File: src/rtl/div_pkg.sv
// div_pkg: shared state encoding and constants for the sequential divider
package div_pkg;
  typedef enum logic [1:0] {IDLE, CALC, DONE} state_t;
  localparam int DIV_N = 16;
  localparam logic [63:0] OVF_Q = '1;
endpackage

File: src/rtl/div_step.sv
// div_step: one restoring-division compare-subtract-shift step
module div_step #(
  parameter int N = 16
) (
  input  logic [N:0]   r,
  input  logic         din,
  input  logic [N-1:0] d,
  output logic [N:0]   r_next,
  output logic         q_bit
);
  logic [N+1:0] sh;
  assign sh = {r, din};
  assign q_bit = sh >= (N+2)'(d);
  assign r_next = (N+1)'(q_bit ? sh - (N+2)'(d) : sh);
endmodule

File: src/rtl/seq_divider_32x16.sv
// seq_divider_32x16: restoring 2N/N divider, one quotient bit per clock, valid/ready handshake
module seq_divider_32x16
  import div_pkg::*;
#(
  parameter int N = DIV_N
) (
  input  logic           clk,
  input  logic           rst_n,
  input  logic           in_valid,
  output logic           in_ready,
  input  logic [2*N-1:0] dividend,
  input  logic [N-1:0]   divisor,
  output logic           out_valid,
  input  logic           out_ready,
  output logic [N-1:0]   quotient,
  output logic [N-1:0]   remainder,
  output logic           ovf
);
  localparam int CW = $clog2(N + 1);
  state_t        state;
  logic [CW-1:0] cnt;
  logic [N:0]    r, r_next;
  logic [N-1:0]  d, lo;
  logic          q_bit;
  div_step #(.N(N)) u_step (.r(r), .din(lo[N-1]), .d(d), .r_next(r_next), .q_bit(q_bit));
  assign in_ready  = state == IDLE;
  assign quotient  = lo;
  assign remainder = r[N-1:0];
  always_ff @(posedge clk or negedge rst_n) begin
    if (!rst_n) begin
      state     <= IDLE;
      cnt       <= '0;
      r         <= '0;
      d         <= '0;
      lo        <= '0;
      out_valid <= 1'b0;
      ovf       <= 1'b0;
    end else begin
      unique case (state)
        IDLE: if (in_valid) begin
          d   <= divisor;
          cnt <= CW'(N - 1);
          if (dividend[2*N-1:N] >= divisor) begin
            state     <= DONE;
            out_valid <= 1'b1;
            ovf       <= 1'b1;
            lo        <= OVF_Q[N-1:0];
            r         <= '0;
          end else begin
            state <= CALC;
            ovf   <= 1'b0;
            lo    <= dividend[N-1:0];
            r     <= {1'b0, dividend[2*N-1:N]};
          end
        end
        CALC: begin
          r   <= r_next;
          lo  <= {lo[N-2:0], q_bit};
          cnt <= cnt - 1'b1;
          if (cnt == '0) begin
            state     <= DONE;
            out_valid <= 1'b1;
          end
        end
        DONE: if (out_ready) begin
          state     <= IDLE;
          out_valid <= 1'b0;
        end
        default: state <= IDLE;
      endcase
    end
  end
endmodule
File: config.mk
export PLATFORM = sky130hd
export DESIGN_NAME = seq_divider_32x16
export DESIGN_NICKNAME = d
export VERILOG_FILES = /design/src/rtl/div_pkg.sv /design/src/rtl/div_step.sv /design/src/rtl/seq_divider_32x16.sv
export SDC_FILE = /design/constraint.sdc
export NUM_CORES = 1
export LEC_CHECK = 0
export CORE_ASPECT_RATIO = 1.4
export CORE_MARGIN = 2
export CORE_UTILIZATION = 40
export DETAILED_ROUTE_END_ITERATION = 8
export PLACE_DENSITY = 0.69
export REMOVE_ABC_BUFFERS = 1
export SETUP_SLACK_MARGIN = 0.2
export SLEW_MARGIN = 0
export SYNTH_ARGS = -nofsm -noshare
export SYNTH_HDL_FRONTEND = slang
export SYNTH_SLANG_ARGS = --single-unit
File: constraint.sdc
create_clock -name clk -period 6.8 [get_ports clk]
set_input_delay 1.7 -clock clk [delete_from_list [all_inputs] [get_ports clk]]
set_output_delay 1.7 -clock clk [all_outputs]
set_load 0.01 [all_outputs]
## After elaboration in Yosys (flattened, before gate mapping)

Cells that the tools add are included.
W data, S select, Z words.

| cells by class | value |
|---|---|
| magnitude comparators | 2 |
| reduce and logical (&&, ||, !) cells | 8 |
| eq/ne operators | 6 |
| $add $sub $neg | 2 |
| mux-type cells | 20 |

Operators by type and width:

| operator | count |
|---|---|
| $mux W16 | 3 |
| $mux W17 | 2 |
| $pmux W17 S2 | 1 |
| $pmux W16 S2 | 1 |
| $ge A18 B16 Y1 | 1 |
| $sub A17 B16 Y17 | 1 |
| $ge A16 B16 Y1 | 1 |
| $pmux W5 S2 | 1 |
| $mux W2 | 4 |
| $ne A2 B2 Y1 const B | 3 |
| $pmux W2 S3 | 1 |
| $logic_not A5 Y1 | 1 |
| $mux W1 | 5 |
| $mux W5 | 1 |
| $reduce_and A5 Y1 | 1 |
| $sub A5 B1 Y5 const B | 1 |
| $reduce_and A2 Y1 | 2 |
| $pmux W1 S3 | 1 |
| $reduce_and A3 Y1 | 1 |
| $reduce_bool A3 Y1 | 1 |
| $eq A2 B1 Y1 const B | 1 |
| $eq A2 B2 Y1 const B | 1 |
| $logic_not A2 Y1 | 1 |
| $ne A2 B1 Y1 const B | 1 |
| $reduce_bool A2 Y1 | 1 |

| word-level totals | value |
|---|---|
| register bits | 58 |
| bits of input ports | 52 |

## Longest topological paths before layout

| depth | value |
|---|---|
| depth in word-level cells | 4 |
| mapped depth | 13 |
| depth with buffers taken out | 11 |

## Cells and area by module

From an unflattened synthesis, not the netlist that was laid out.

| unflattened totals | value |
|---|---|
| cell total of the unflattened synthesis | 503 |
| area, all modules | 4410.5 um^2 |

Modules (own cells, without submodules):

| module | area each (um^2) | cells an instance | times used |
|---|---|---|---|
| seq_divider_32x16 | 3250.6 | 340 | 1 |
| div_step | 1159.9 | 163 | 1 |

## Worst setup path after synthesis

Ideal clock, no wire load.

| path | value |
|---|---|
| path kind | input to register |
| start | input port divisor[5] |
| end | register lo[0] (netlist: quotient[0]) |
| setup slack | 3.370 ns |
| stages on the path | 11 |
| required time | 6.680 ns |
| setup time | 0.120 ns |
| arrival | 3.310 ns |
| cell sequence | inv_1 > ha_1 > or4_1 > a21oi_1 > o21a_1 > o21ai_2 > nand2b_4 > buf_6 > buf_6 > o22ai_1 > nand2_1 |

| between the ends | value |
|---|---|
| word-level cells in the longest chain between the ends | 4 |

RTL lines:

| item | line | RTL |
|---|---|---|
| start, declared | seq_divider_32x16.sv:12 | `input logic [N-1:0] divisor,` |
| $ge A16 B16 Y1 | seq_divider_32x16.sv:43 | `if (dividend[2*N-1:N] >= divisor) begin` |
| $mux W16 | seq_divider_32x16.sv:43 |  |
| $mux W16 | seq_divider_32x16.sv:40 | `IDLE: if (in_valid) begin` |
| $pmux W16 S2 | seq_divider_32x16.sv:39 | `unique case (state)` |
| end signal, assigned | seq_divider_32x16.sv:47 | `lo <= OVF_Q[N-1:0];` |
| end signal, assigned | seq_divider_32x16.sv:52 | `lo <= dividend[N-1:0];` |
| end signal, assigned | seq_divider_32x16.sv:58 | `lo <= {lo[N-2:0], q_bit};` |
| end, declared | seq_divider_32x16.sv:23 | `logic [N-1:0] d, lo;` |

Every way passes these cells. The select of a mux whose other input is x is not followed.
A chain may end at the register's enable or synchronous reset.

## Worst setup path in the final report

| path | value |
|---|---|
| start | input port divisor[5] |
| end | register r[6] |

| between the ends | value |
|---|---|
| word-level cells in the longest chain between the ends | 4 |

RTL lines:

| item | line | RTL |
|---|---|---|
| $ge A16 B16 Y1 | seq_divider_32x16.sv:43 |  |
| $mux W16 | seq_divider_32x16.sv:43 |  |
| $mux W17 | seq_divider_32x16.sv:40 |  |
| $pmux W17 S2 | seq_divider_32x16.sv:39 |  |
| end signal, assigned | seq_divider_32x16.sv:53 | `r <= {1'b0, dividend[2*N-1:N]};` |
| end signal, assigned | seq_divider_32x16.sv:57 | `r <= r_next;` |
| end, declared | seq_divider_32x16.sv:22 | `logic [N:0] r, r_next;` |

Every way passes these cells. The select of a mux whose other input is x is not followed.

==> summary.txt <==
Fin. Hold Viols: 0
Syn avg cell area: 8.498 sq um
Seq cells post-synth: 58
Worst-skew pair later-pin latency: 340 ps
Async SR Flop Fraction: 100.0%
Die W: 88.54 um
Net switching fraction of the power: 44.40%
TritonCTS Buffers: 9
Design Area, Final: 5102 sq um
Synth cell count leaders: 58 x dfrtp_1, 58 x nand2_1, 48 x a21oi_1, 44 x nor2_1, 42 x inv_1
Top_reg_cell synth: dfrtp_1
Post-synthesis sequential area ratio: 36.26%
FF-to-FF setup slack: 3710 ps
Sw power: 1223 uW
Post-Synth Simple-Gate Area: 15.50%
Most frequent cell on the critical path: a21oi_1
Worst reg-to-reg path cell count: 11
HPWL Detailed: 7546 um
GPL Wtd Cong: 0.8711
Post-synth EDFFs: 0
CP required: 7060 ps
Starting Density: 40.65%
Fin Setup TNS: 0 ps
Post-synthesis adder-cell area fraction: 11.13%
Peak supply drop: 0.1989 mV
Drt wl/cell: 15.35 um
IO Pins: 87
Distinct cells, synth: 57
Hold Slack: 483.9 ps
Clk slew on worst S/H paths: 50 ps
Max Freq: 251.3 MHz
Sequential power share: 23.8%
Met1 global-route usage: 23.74%
Crit-path max FO: 16
Setup bufs post-CTS: 0
Synth Area in Compound Gates: 24.51%
Post-Syn Instances: 471
Yosys top cell area share: 36.26%
Max-slew violations: 0
RR Startpoint: quotient[15]
Grt peak-use layer: met2
Worst path bufs/invs: 2
Vias/cell: 5.351
Power per standard cell area: 539.9 nW/um^2
Hold Path Class: flop to flop
Largest net degree at the start of global routing: 59
P_leak: 0.002214 uW
Fill cells: 911
PortBufs: 86
First DRT Iteration DRCs: 198
Initial antenna violation count: 0
Internal power: 1532 uW
# nets final: 623
Unrepaired setup endpoints after global routing: false
GR Util met2: 34.82%
Global Route Usage Sum: 20.37%
Max_cap viols: 0
Worst Skew: 6.142 ps
Data arrival, critical path: 4240 ps
Yosys top cell by area: dfrtp_1
Via count: 3612
Cell family with most CP delay: simple AND/OR/NAND/NOR gates
Clock tree buffer depth: 2
H-tree levels: 3
Largest stage delay on the critical path: 510 ps
Post-layout util: 51.82%
GRT met3 Usage: 5.245%
First-pass DRT Iterations: 6
Vias in the first global route: 3612
Worst path cell trace: clkdlybuf4s50_1 > inv_1 > ha_1 > or4_1 > a21oi_1 > o21a_1 > o21ai_2 > nor2_4 > a222oi_1 > a21oi_1
CORE AREA: 9846 sq um
Row count: 43
R2R Path End: r[1]
Placement Cell Area: 4816 sq um
Die height: 122.4 um
Cells after DPL: 660
Final Non-Filler Cells: 675
# DRC: 0
Post-Synth XOR/XNOR Area: 2.626%
Die ar.: 10830 sq um
Slew @ Worst Pin: 886.9 ps
Critical path class: input port to flop
Worst setup SP type: input port
Clk pwr share: 16.1%
Logic pwr share: 60.1%
Hold_sp: d[0]
Critical Path End Type: flop
Area Overhead vs Synth: 27.48%
Clock Sink Count: 58
Slew HR: 40.88%
Status: finished clean
Final setup violation count: 0
Resized cells post-CTS: 0
ANT nets after route: 0
First-pass GRT wire length: 17000 um
Crit path time final: 3979 ps
CTS tree: yes
Hold path depth: 2
Synthesized area: 4003 sq um
Post-synthesis mux area share: 0%
Synth top area cells: dfrtp_1 36%, ha_1 11%, a21oi_1 6.0%
Slowest CP cell: or4_1
Layout cells sized above 1: 7.037%
Antenna diodes: 0
Hold worst-path end: d[0]
Period utilisation layout: 58.52%
Post-CTS Hold Buffers: 0
Gr ovfl total: 0
Post-Route WL: 10360 um
Root Driver: clkbuf_16
YS warnings: 0
Largest family of logic cells by synthesized area: compound AO/OA/AOI/OAI gates
==> flip-flops by register name, summed over array words and instances (netlist names) <==
name       cells
ovf            1
out_valid      1
state          2
quotient      16
cnt            5
d             16
r             17
==> logic make-up after synthesis <==
family | Yosys count
AND/OR/NAND/NOR | 138
XOR/XNOR | 12
AO/OA/AOI/OAI | 150
adder cells (fa/ha/maj) | 35
buffers and inverters | 78
flip-flops | 58
==> power by group through the flow <==
stage	sequential (uW)	combinational [uW]	clock [uW]
3_3_place_gp	653	1590	0
6_report	656	1650	445
5_1_grt	682	1840	468
2_1_floorplan	673	1070	0
4_1_cts	655	1650	454
3_5_place_dp	656	1640	0
==> per-layer routing <==
layer	vias up	share of wire, %	routed length (um)
met4	0	2.0	210
met5	-	0	0
met2	115	52	5385
met1	1721	40	4192
li1	1756	-	-
met3	20	5.5	571
==> final cells by class <==
type                    instances  area [sq um]  share of cell area, %
clock inverters                 3         40.04                 0.7847
flip-flops and latches         58          1451                  28.45
multi-input cells             335          2152                  42.18
inverters                      42         157.7                  3.090
well taps                     135         168.9                  3.310
repair buffers                 90         885.9                  17.36
clock buffers                  12         246.5                  4.831
==> worst min-delay path, delay by kind of cell (launching register included) <==
family,cells,cell delay [ps]
and+or+nand+nor,2,110
DFF,1,340
==> placed cells by master, fill, tap and decap left out, types with 5 or more instances in the layout <==
cell type        count
clkbuf_16            9
ha_1                34
a222oi_1             8
nand3_1              6
xnor2_1              7
a21oi_1             48
dfrtp_1             58
nand2b_1             6
nand2_1             58
clkdlybuf4s50_1     85
o21ai_0             37
xor2_1               5
inv_1               42
nor2_1              44
o21ai_1             10
==> metrics by stage <==
stage          power, uW  worst slack (ps)
3_5_place_dp        2297              2498
4_1_cts             2759              2852
6_report            2755              2821
3_3_place_gp        2246              2566
2_1_floorplan       1739              3406
5_1_grt             2993              2664
==> worst max-delay path by stage <==
| stage | start | end | slack (ps) | cells after the start |
|---|---|---|---|---|
| 2_1_floorplan | divisor[5] | r[2] | 3410 | 9 |
| 3_3_place_gp | divisor[5] | r[5] | 2570 | 10 |
| 3_5_place_dp | divisor[3] | r[3] | 2500 | 10 |
| 4_1_cts | divisor[3] | r[3] | 2850 | 10 |
| 5_1_grt | divisor[3] | r[3] | 2660 | 10 |
| 6_report | divisor[5] | r[6] | 2820 | 10 |
Note: power is estimated with default switching activity, not from simulation.
